## config.mk

```make
export PLATFORM = sky130hd
export DESIGN_NAME = tx_buf_wr_arbiter
export DESIGN_NICKNAME = d
export VERILOG_FILES = /design/src/rtl/tx_buf_wr_arbiter.sv
export SDC_FILE = /design/constraint.sdc
export NUM_CORES = 1
export LEC_CHECK = 0
export BUFFER_PORTS_ARGS = -buffer_cell sky130_fd_sc_hd__buf_2
export CAP_MARGIN = 20
export CELL_PAD_IN_SITES_DETAIL_PLACEMENT = 1
export CELL_PAD_IN_SITES_GLOBAL_PLACEMENT = 2
export CORE_AREA = 2 2 158 160
export CTS_CLUSTER_SIZE = 40
export DETAILED_ROUTE_END_ITERATION = 10
export DIE_AREA = 0 0 160 162
export PLACE_DENSITY_LB_ADDON = 0.1
export SLEW_MARGIN = 30
export SYNTH_ARGS = -nofsm -noshare
export SYNTH_HDL_FRONTEND = slang
export SYNTH_SLANG_ARGS = --single-unit
```

## constraint.sdc

```tcl
create_clock -name clk -period 4.7 [get_ports clk]
set_input_delay 0.47 -clock clk [delete_from_list [all_inputs] [get_ports clk]]
set_output_delay 0.47 -clock clk [all_outputs]
set_load 0.05 [all_outputs]
```

## src/rtl/tx_buf_wr_arbiter.sv

```systemverilog
// Round-robin, frame-at-a-time arbiter for the TX frame buffer write port; publishes the committed write pointer.
// Latency: grant 1 cycle after request, memory write 1 cycle after acceptance, commit 1 cycle after the final write.
// Backpressure: a picked channel that lacks buffer space holds the port idle; producer bubbles stall the frame.
module tx_buf_wr_arbiter #(
    parameter int ADDR_W     = 9,
    parameter int DEPTH      = 512,
    parameter int MAX_QWORDS = 200
) (
    input  logic              clk,
    input  logic              reset_n,
    input  logic              req0,
    input  logic [ADDR_W:0]   req0_qwords,
    input  logic [63:0]       wr0_data,
    input  logic              wr0_valid,
    output logic              gnt0,
    input  logic              req1,
    input  logic [ADDR_W:0]   req1_qwords,
    input  logic [63:0]       wr1_data,
    input  logic              wr1_valid,
    output logic              gnt1,
    output logic              mem_wr_en,
    output logic [ADDR_W-1:0] mem_wr_addr,
    output logic [63:0]       mem_wr_data,
    output logic [ADDR_W:0]   commited_wr_addr,
    input  logic [ADDR_W:0]   commited_rd_addr,
    output logic              err_badlen,
    output logic              busy
);

    localparam int PW = ADDR_W + 1;
    localparam logic [PW-1:0] MAX_LEN = PW'(MAX_QWORDS);
    localparam logic [PW:0]   DEPTH_W = (PW+1)'(DEPTH);

    typedef enum logic [1:0] {
        IDLE   = 2'd0,
        XFER   = 2'd1,
        COMMIT = 2'd2
    } state_t;

    state_t        state;
    state_t        state_nxt;
    logic [PW-1:0] wr_ptr;
    logic [PW-1:0] len;
    logic [PW-1:0] cnt;
    logic [PW-1:0] used;
    logic [PW:0]   free;
    logic          rr_pref;
    logic          owner;
    logic          len_ok0;
    logic          len_ok1;
    logic          cand0;
    logic          cand1;
    logic          fits0;
    logic          fits1;
    logic          pick;
    logic [PW-1:0] pick_len;
    logic          start;
    logic          own_valid;
    logic [63:0]   own_data;
    logic          accept;
    logic          last;

    // The wrap bit keeps used==DEPTH (full) distinct from used==0 (empty).
    always_comb begin
        used     = wr_ptr - commited_rd_addr;
        free     = DEPTH_W - {1'b0, used};
        len_ok0  = (req0_qwords != '0) && (req0_qwords <= MAX_LEN);
        len_ok1  = (req1_qwords != '0) && (req1_qwords <= MAX_LEN);
        fits0    = ({1'b0, req0_qwords} <= free);
        fits1    = ({1'b0, req1_qwords} <= free);
        cand0    = req0 && len_ok0;
        cand1    = req1 && len_ok1;
        // The preferred channel wins whenever it asks, even if it must wait for space.
        pick     = rr_pref ? cand1 : !cand0;
        pick_len = pick ? req1_qwords : req0_qwords;
        start    = (state == IDLE) && (pick ? (cand1 && fits1) : (cand0 && fits0));
        own_valid = owner ? wr1_valid : wr0_valid;
        own_data  = owner ? wr1_data : wr0_data;
        accept   = (state == XFER) && own_valid;
        last     = accept && (cnt == len - 1'b1);
    end

    always_ff @(posedge clk or negedge reset_n) begin
        if (!reset_n) begin
            state <= IDLE;
        end else begin
            state <= state_nxt;
        end
    end

    always_comb begin
        state_nxt = state;
        case (state)
            IDLE:    if (start) state_nxt = XFER;
            XFER:    if (last) state_nxt = COMMIT;
            COMMIT:  state_nxt = IDLE;
            default: state_nxt = IDLE;
        endcase
    end

    always_comb begin
        busy = (state != IDLE);
    end

    always_ff @(posedge clk or negedge reset_n) begin
        if (!reset_n) begin
            wr_ptr           <= '0;
            rr_pref          <= 1'b0;
            owner            <= 1'b0;
            len              <= '0;
            cnt              <= '0;
            gnt0             <= 1'b0;
            gnt1             <= 1'b0;
            mem_wr_en        <= 1'b0;
            mem_wr_addr      <= '0;
            mem_wr_data      <= '0;
            commited_wr_addr <= '0;
            err_badlen       <= 1'b0;
        end else begin
            mem_wr_en <= accept;
            if (start) begin
                owner <= pick;
                len   <= pick_len;
                cnt   <= '0;
                gnt0  <= !pick;
                gnt1  <= pick;
            end
            if (accept) begin
                mem_wr_addr <= wr_ptr[ADDR_W-1:0];
                mem_wr_data <= own_data;
                wr_ptr      <= wr_ptr + 1'b1;
                cnt         <= cnt + 1'b1;
            end
            if (last) begin
                gnt0    <= 1'b0;
                gnt1    <= 1'b0;
                rr_pref <= !owner;
            end
            // wr_ptr already includes the final qword written during this cycle.
            if (state == COMMIT) begin
                commited_wr_addr <= wr_ptr;
            end
            if ((req0 && !len_ok0) || (req1 && !len_ok1)) begin
                err_badlen <= 1'b1;
            end
        end
    end

endmodule

```

==> impl_results.md, run 1 <==
* Synthesized cell area at about 6900 um2
* Clk sink count at between 100 and 150
* WS Path Type: flip-flop to flip-flop
* RR Startpoint: wr_ptr[0]
* Inserted Diodes at 0
* Core area at 24,110 um2
* Post-synth top area share at 0.4368
* PortBufs at 251
* Root buf cell: clkbuf_16
* Cell area after layout at 9139 um2
* Die area at 25,920 um2
* Initial antenna violation count at 0
* Final HPWL DP at 17.52 mm
* Peak VDD IR at 0.0002835 V
* Slowest stage delay, CP at approximately 0.4 ns
* Distinct cells, synth at 56
* Dominant synthesized flop cell: dfrtp_1
* Buf+Inv Stages, Crit Path at 2
* Sequential cell area fraction in the yosys report at 0.4368
* Final wirelength at 22.55 mm
* Fmax at 0.2316 GHz
* Max cap viols at 0
* Cell count of the worst reg-to-reg path at 19
* Worst endpoint data arrival time at roughly 4.6 ns
* Slew @ Worst Pin at ~0.90 ns
* Fill cells at 2,933
* Vias in the first global route at 6,531
* Dpl cell area at 8528 um2
* DR vias at a little over 6,000
* Worst path required time at roughly 5 ns
* Total I/O pin count at 252
* Setup Skew at 0.01080 ns
* CP max-delay cell: fa_1
* Largest net degree at the start of global routing at 97
* DRC Markers at 0
* Fraction of layout cells with a size suffix above 1 at 0.3344
* Ys Warns at 0
* Post-DRT Antenna Nets at 0
* Commonest non-fill, non-tap cell in the layout: buf_2
* Die H at approximately 160 um
* Ranking of synthesized cells by area: dfrtp_1, mux2i_1, o21ai_0, nand2_1, ha_1
* Final Hold Vio Count at 0
* Clk_lat worst skew at 0.42 ns
* Clock network fraction of design power at 0.190
* Cell family with most CP delay: adder cells
* Via density at 4.693
* Final worst path period share at 0.9185
* Syn Area/Cell at 9.627 um2
* DRT iter0 DRCs at 186
* Post-synth EDFFs at 0
* Power Total at 6.666 mW
* Pwr dens at 729.4 nW/um2
* Int Power at 3.298 mW
* Total iterations of the first detailed-routing run at 4
* Overall Global Routing Usage at 0.1768
* Total global routing overflow at 0
* Sw frac at 0.5052
* R2r setup slk at 0.38 ns
* Layout Nets at 1,158
* Most frequent cells in the layout: buf_2, dfrtp_1, nand2_1
* Area leader, netlist: dfrtp_1
* Clock transition at path regs at ~0.06 ns
* Row count at 57
* HP Class: input pin to async pin
* Setup crit start kind: flip-flop
* Total CTS buffers at 17
* Final Slew Violations at 0
* Area Growth Syn to Fin at 31.84%
* CP Max Fanout at 24
* Fraction of registers with async set/reset at 1.000
* Min cycle time layout at about 4.3 ns
* RR Endpoint: len[2]
* CP Cell Sequence: inv_1, ha_1, fa_1, nor2b_1, o22ai_1, xor2_1, nand3_2, nor3_1, xor2_1, xnor2_1, ha_1, o21a_1, o21a_1, o32a_1, o221ai_1, o311a_1, or2_1, buf_12, mux2_2
* Syn nets at a little over 900
* Routability cong. at ~0.78
* Seq pwr share at 0.265
* Net load switching power at 3.367 mW
* Outcome: complete, no violations
* Comb power frac at 0.545
* Chip width at 160 um
* Mapped Cells at 720
* CP Capture Type: flip-flop
* Initial Util at 0.2876
* H-Tree Depth at 4
* Lkg Pwr at around 4.8 nW
* Cts hold-fix bufs at 0
* CTS max path bufs at 2
* First-pass GRT wire length at 35.90 mm
* Yosys reg bits at 121
* CTS tree: yes
* Endpoints failing setup at 0
* Drt wl/cell at 17.40 um
* Worst slew margin at 0.3994
[synth_stat cells (16+ instances only)]
cell,number
dfrtp_1,121
nand2_1,116
o21ai_0,93
mux2i_1,69
ha_1,33
clkbuf_1,29
inv_1,28
xnor2_1,22
mux2_2,19
nor3_1,18
nor2_1,17
xor2_1,16
[how the worst max path moves through the flow]
stage / slack (ns) / cells past startpoint / end / from
3_5_place_dp: 0.12 / 17 / len[3] / commited_rd_addr[0]
6_report: 0.38 / 19 / len[2] / wr_ptr[0]
4_1_cts: 0.19 / 17 / len[2] / wr_ptr[0]
3_3_place_gp: 0.15 / 17 / len[2] / commited_rd_addr[0]
5_1_grt: -0.04 / 18 / len[2] / wr_ptr[0]
2_1_floorplan: 0.56 / 20 / len[6] / commited_rd_addr[2]
[layer usage]
| metal | up-vias | track usage | routed length (um) |
|---|---|---|---|
| li1 | 3021 | - | - |
| met1 | 2873 | 0.2195 | 10030 |
| met2 | 175 | 0.2922 | 10600 |
| met3 | 13 | 0.06333 | 1709 |
| met4 | 0 | 0.04791 | 209 |
| met5 | - | 0 | 0 |
[flip-flops by register name, indices dropped and copies added (netlist names), 2 cells and up]
signal,flops
cnt,10
len,10
commited_wr_addr,10
state,2
wr_ptr,10
mem_wr_data,64
mem_wr_addr,9
[cell families (layout without fill, tap and decap cells)]
group,Yosys count,count (layout),synth area share
AOI/OAI and AO/OA,155,155,0.1339
xor gates and xnor gates,38,38,0.04801
adders and majority gates,34,34,0.06246
buffers and inverters,65,317,0.03736
DFF,121,121,0.4368
muxes,90,90,0.1348
and+or+nand+nor,217,217,0.1466
[layout make-up]
type	instances	area (um2)	area share
Multi-Input combinational cell	534	3694	0.4042
Timing Repair Buffer	258	1336	0.1462
Tap cell	324	405.4	0.04436
Clock inverter	14	141.4	0.01547
Inverter	28	105.1	0.01150
Clock buffer	17	425.4	0.04655
Sequential cell	121	3032	0.3317
[power groups by stage]
| stage | Combinational (mW) | Sequential, mW | Clock [mW] |
|---|---|---|---|
| 6_report | 3.63 | 1.77 | 1.27 |
| 5_1_grt | 4.00 | 1.84 | 1.34 |
| 4_1_cts | 3.65 | 1.78 | 1.31 |
| 3_5_place_dp | 3.65 | 1.78 | 0 |
| 3_3_place_gp | 3.64 | 1.77 | 0 |
| 2_1_floorplan | 1.58 | 2.82 | 0 |
[metrics by stage]
stage	hold slack (ns)	cells	TNS, ns	utilization	setup WS, ns
floorplan	0.1744	720	0	-	0.5614
global placement	0.4529	1264	0	0.3538	0.1468
detailed placement	0.4594	1264	0	0.3538	0.1167
CTS	0.1291	1295	0	0.3773	0.1853
global route	0.1668	1296	-0.1306	0.3791	-0.03658
finish	0.1123	1296	0	0.3791	0.3831
[repair_timing]
action / in CTS / in global routing
resized for setup: 0 / 7
setup endpoints to repair: 0 / 6
buffers inserted: 0 / 1
Note: power is estimated with default switching activity, not from simulation.
==> run 2: changes to the inputs <==
Settings changed: PLACE_DENSITY_LB_ADDON 0.1 to 0.25.
==> run 2 against run 1 <==
Effect of this change:
- setup slack lost 0.015 ns
- sequential power is essentially flat
- critical path type unchanged
- clock power is essentially flat
- via count is essentially flat
- largest cell class unchanged
- count of clock-buffer cells in the layout grew 1
- cell count grew 0.23%
- worst hold slack lost 0.015 ns
- global-route usage shrank 0.47 points
- flip-flop and latch count is the same
- fmax shrank 0.35%
- clock skew grew 0.0034 ns
- first-iteration DRC count grew 19%
==> impl_results.md, run 2 (synthesis results as in run 1) <==
* Vias in the first global route at 6,590
* CP Max Fanout at 9
* H-Tree Depth at 4
* Setup TNS Final at 0 ns
* Final HPWL DP at approximately 17 mm
* Die H at 162 um
* Area Growth Syn to Fin at 31.55%
* RR Startpoint: wr_ptr[0]
* Overall Global Routing Usage at 0.1721
* Clk sink count at 121
* Initial Util at 0.2876
* Layout Nets at 1,160
* Pre-CTS WS at 0.01697 ns
* Inserted Diodes at 0
* Setup repair bufs after CTS at 0
* Setup crit end: len[4]
* Outcome: complete, no violations
* Total iterations of the first detailed-routing run at 4
* Commonest non-fill, non-tap cell in the layout: buf_2
* DR vias at a little over 6,000
* HP Class: input pin to async pin
* Setup Skew at 0.01420 ns
* CTS max path bufs at 2
* # placed instances at 1,267
* Post-DRT Antenna Nets at 0
* Max FFs per register at 64
* Final wirelength at 21.91 mm
* Die area at 25,920 um2
* Critical Path Start: wr_ptr[0]
* First-pass GRT wire length at 35.37 mm
* PortBufs at 251
* WS Path Type: flip-flop to flip-flop
* Worst endpoint data arrival time at 4.63 ns
* Drt wl/cell at around 17 um
* DRC Markers at 0
* Max cap viols at 0
* Chip width at 160 um
* Root buf cell: clkbuf_16
* Cell count of the worst reg-to-reg path at 16
* Final worst path period share at 0.9217
* Final Hold Vio Count at 0
* Setup crit start kind: flip-flop
* Initial antenna violation count at 0
* Clock transition at path regs at 0.06 ns
* RSZ-0062 raised after global routing: no
* Most frequent cells in the layout: buf_2, dfrtp_1, nand2_1
* Fraction of layout cells with a size suffix above 1 at 0.3344
* Pwr dens at 732.1 nW/um2
* Routability cong. at 0.7770
* Total global routing overflow at 0
* Lkg Pwr at 4.793 nW
* RR Endpoint: len[4]
* Top reg by flops: mem_wr_data
* Final worst slack at 0.3681 ns
* CP Capture Type: flip-flop
* Core area at 24,110 um2
* Via density at 4.684
* R2r setup slk at roughly 0.37 ns
* DRT iter0 DRCs at 221
* Peak VDD IR at 0.0003067 V
* Worst slew margin at 0.4108
* Total I/O pin count at 252
* Endpoints failing setup at 0
* Non-Filler Instances at 1,299
* Fmax at between 0.2 and 0.25 GHz
* CTS tree: yes
* Row count at 57
* Slew @ Worst Pin at ~0.9 ns
* Largest net degree at the start of global routing at 87
* Total CTS buffers at 17
* Min cycle time layout at 4.332 ns
* Worst path required time at roughly 5.0 ns
* Final Slew Violations at 0
* Clk_lat worst skew at 0.42 ns
* Cts hold-fix bufs at 0
==> run 2: layout make-up <==
cell class / count / area (um2)
Tap cell: 324 / 405.4
Sequential cell: 121 / 3032
Clock buffer: 18 / 439.2
Fill cell: 2900 / 14990
Inverter: 28 / 105.1
Multi-Input combinational cell: 534 / 3671
Clock inverter: 14 / 136.4
Timing Repair Buffer: 260 / 1330
==> run 2: report_power, final <==
group | switching [mW] | total (mW) | internal (mW)
registers | 0.324 | 1.78 | 1.46
clock network | 0.523 | 1.28 | 0.754
logic | 2.52 | 3.62 | 1.10
==> run 2: how the worst min path moves through the flow <==
stage / start / to / slack (ns) / depth (start not counted)
2_1_floorplan: reset_n / cnt[0] / 0.17 / 0
3_3_place_gp: mem_wr_addr[8] / mem_wr_addr[8] / 0.46 / 2
3_5_place_dp: err_badlen / err_badlen / 0.46 / 2
4_1_cts: reset_n / err_badlen / 0.14 / 1
5_1_grt: reset_n / err_badlen / 0.15 / 1
6_report: reset_n / err_badlen / 0.1 / 1
==> run 2: stage by stage <==
stage | hold WS [ns] | instance area (um2) | utilization | power [mW]
floorplan | 0.1744 | 6932 | - | 4.401
global placement | 0.4550 | 8529 | 0.3538 | 5.407
detailed placement | 0.4605 | 8529 | 0.3538 | 5.450
CTS | 0.1375 | 9105 | 0.3777 | 6.769
global route | 0.1472 | 9119 | 0.3783 | 7.193
finish | 0.09745 | 9119 | 0.3783 | 6.676
==> run 2: per-layer routing <==
layer	track usage	up-vias	share of wire
li1	-	3025	-
met1	0.2194	2892	0.45
met2	0.2908	153	0.49
met3	0.04877	15	0.054
met4	0.03972	0	0.010
met5	0	-	0
==> run 2: worst max-delay path, stage by stage, from the launching register on <==
cell and delay, ns:
dfrtp_1 0.38, inv_1 0.13, ha_1 0.24, fa_1 0.40, nor2b_1 0.17, o22ai_1 0.11, xor2_1 0.25, nor3b_1 0.36
nand2_1 0.11, xnor2_1 0.24, ha_1 0.30, a2111oi_0 0.40, o21ai_0 0.15, o211ai_1 0.18, o311a_1 0.22, or2_4 0.21
mux2_2 0.35
==> run 2: what timing repair did <==
action                                  4_1_cts  5_1_grt
resized for setup                             0        4
endpoints found under the setup margin        0       24
endpoints found under the hold margin         0        0
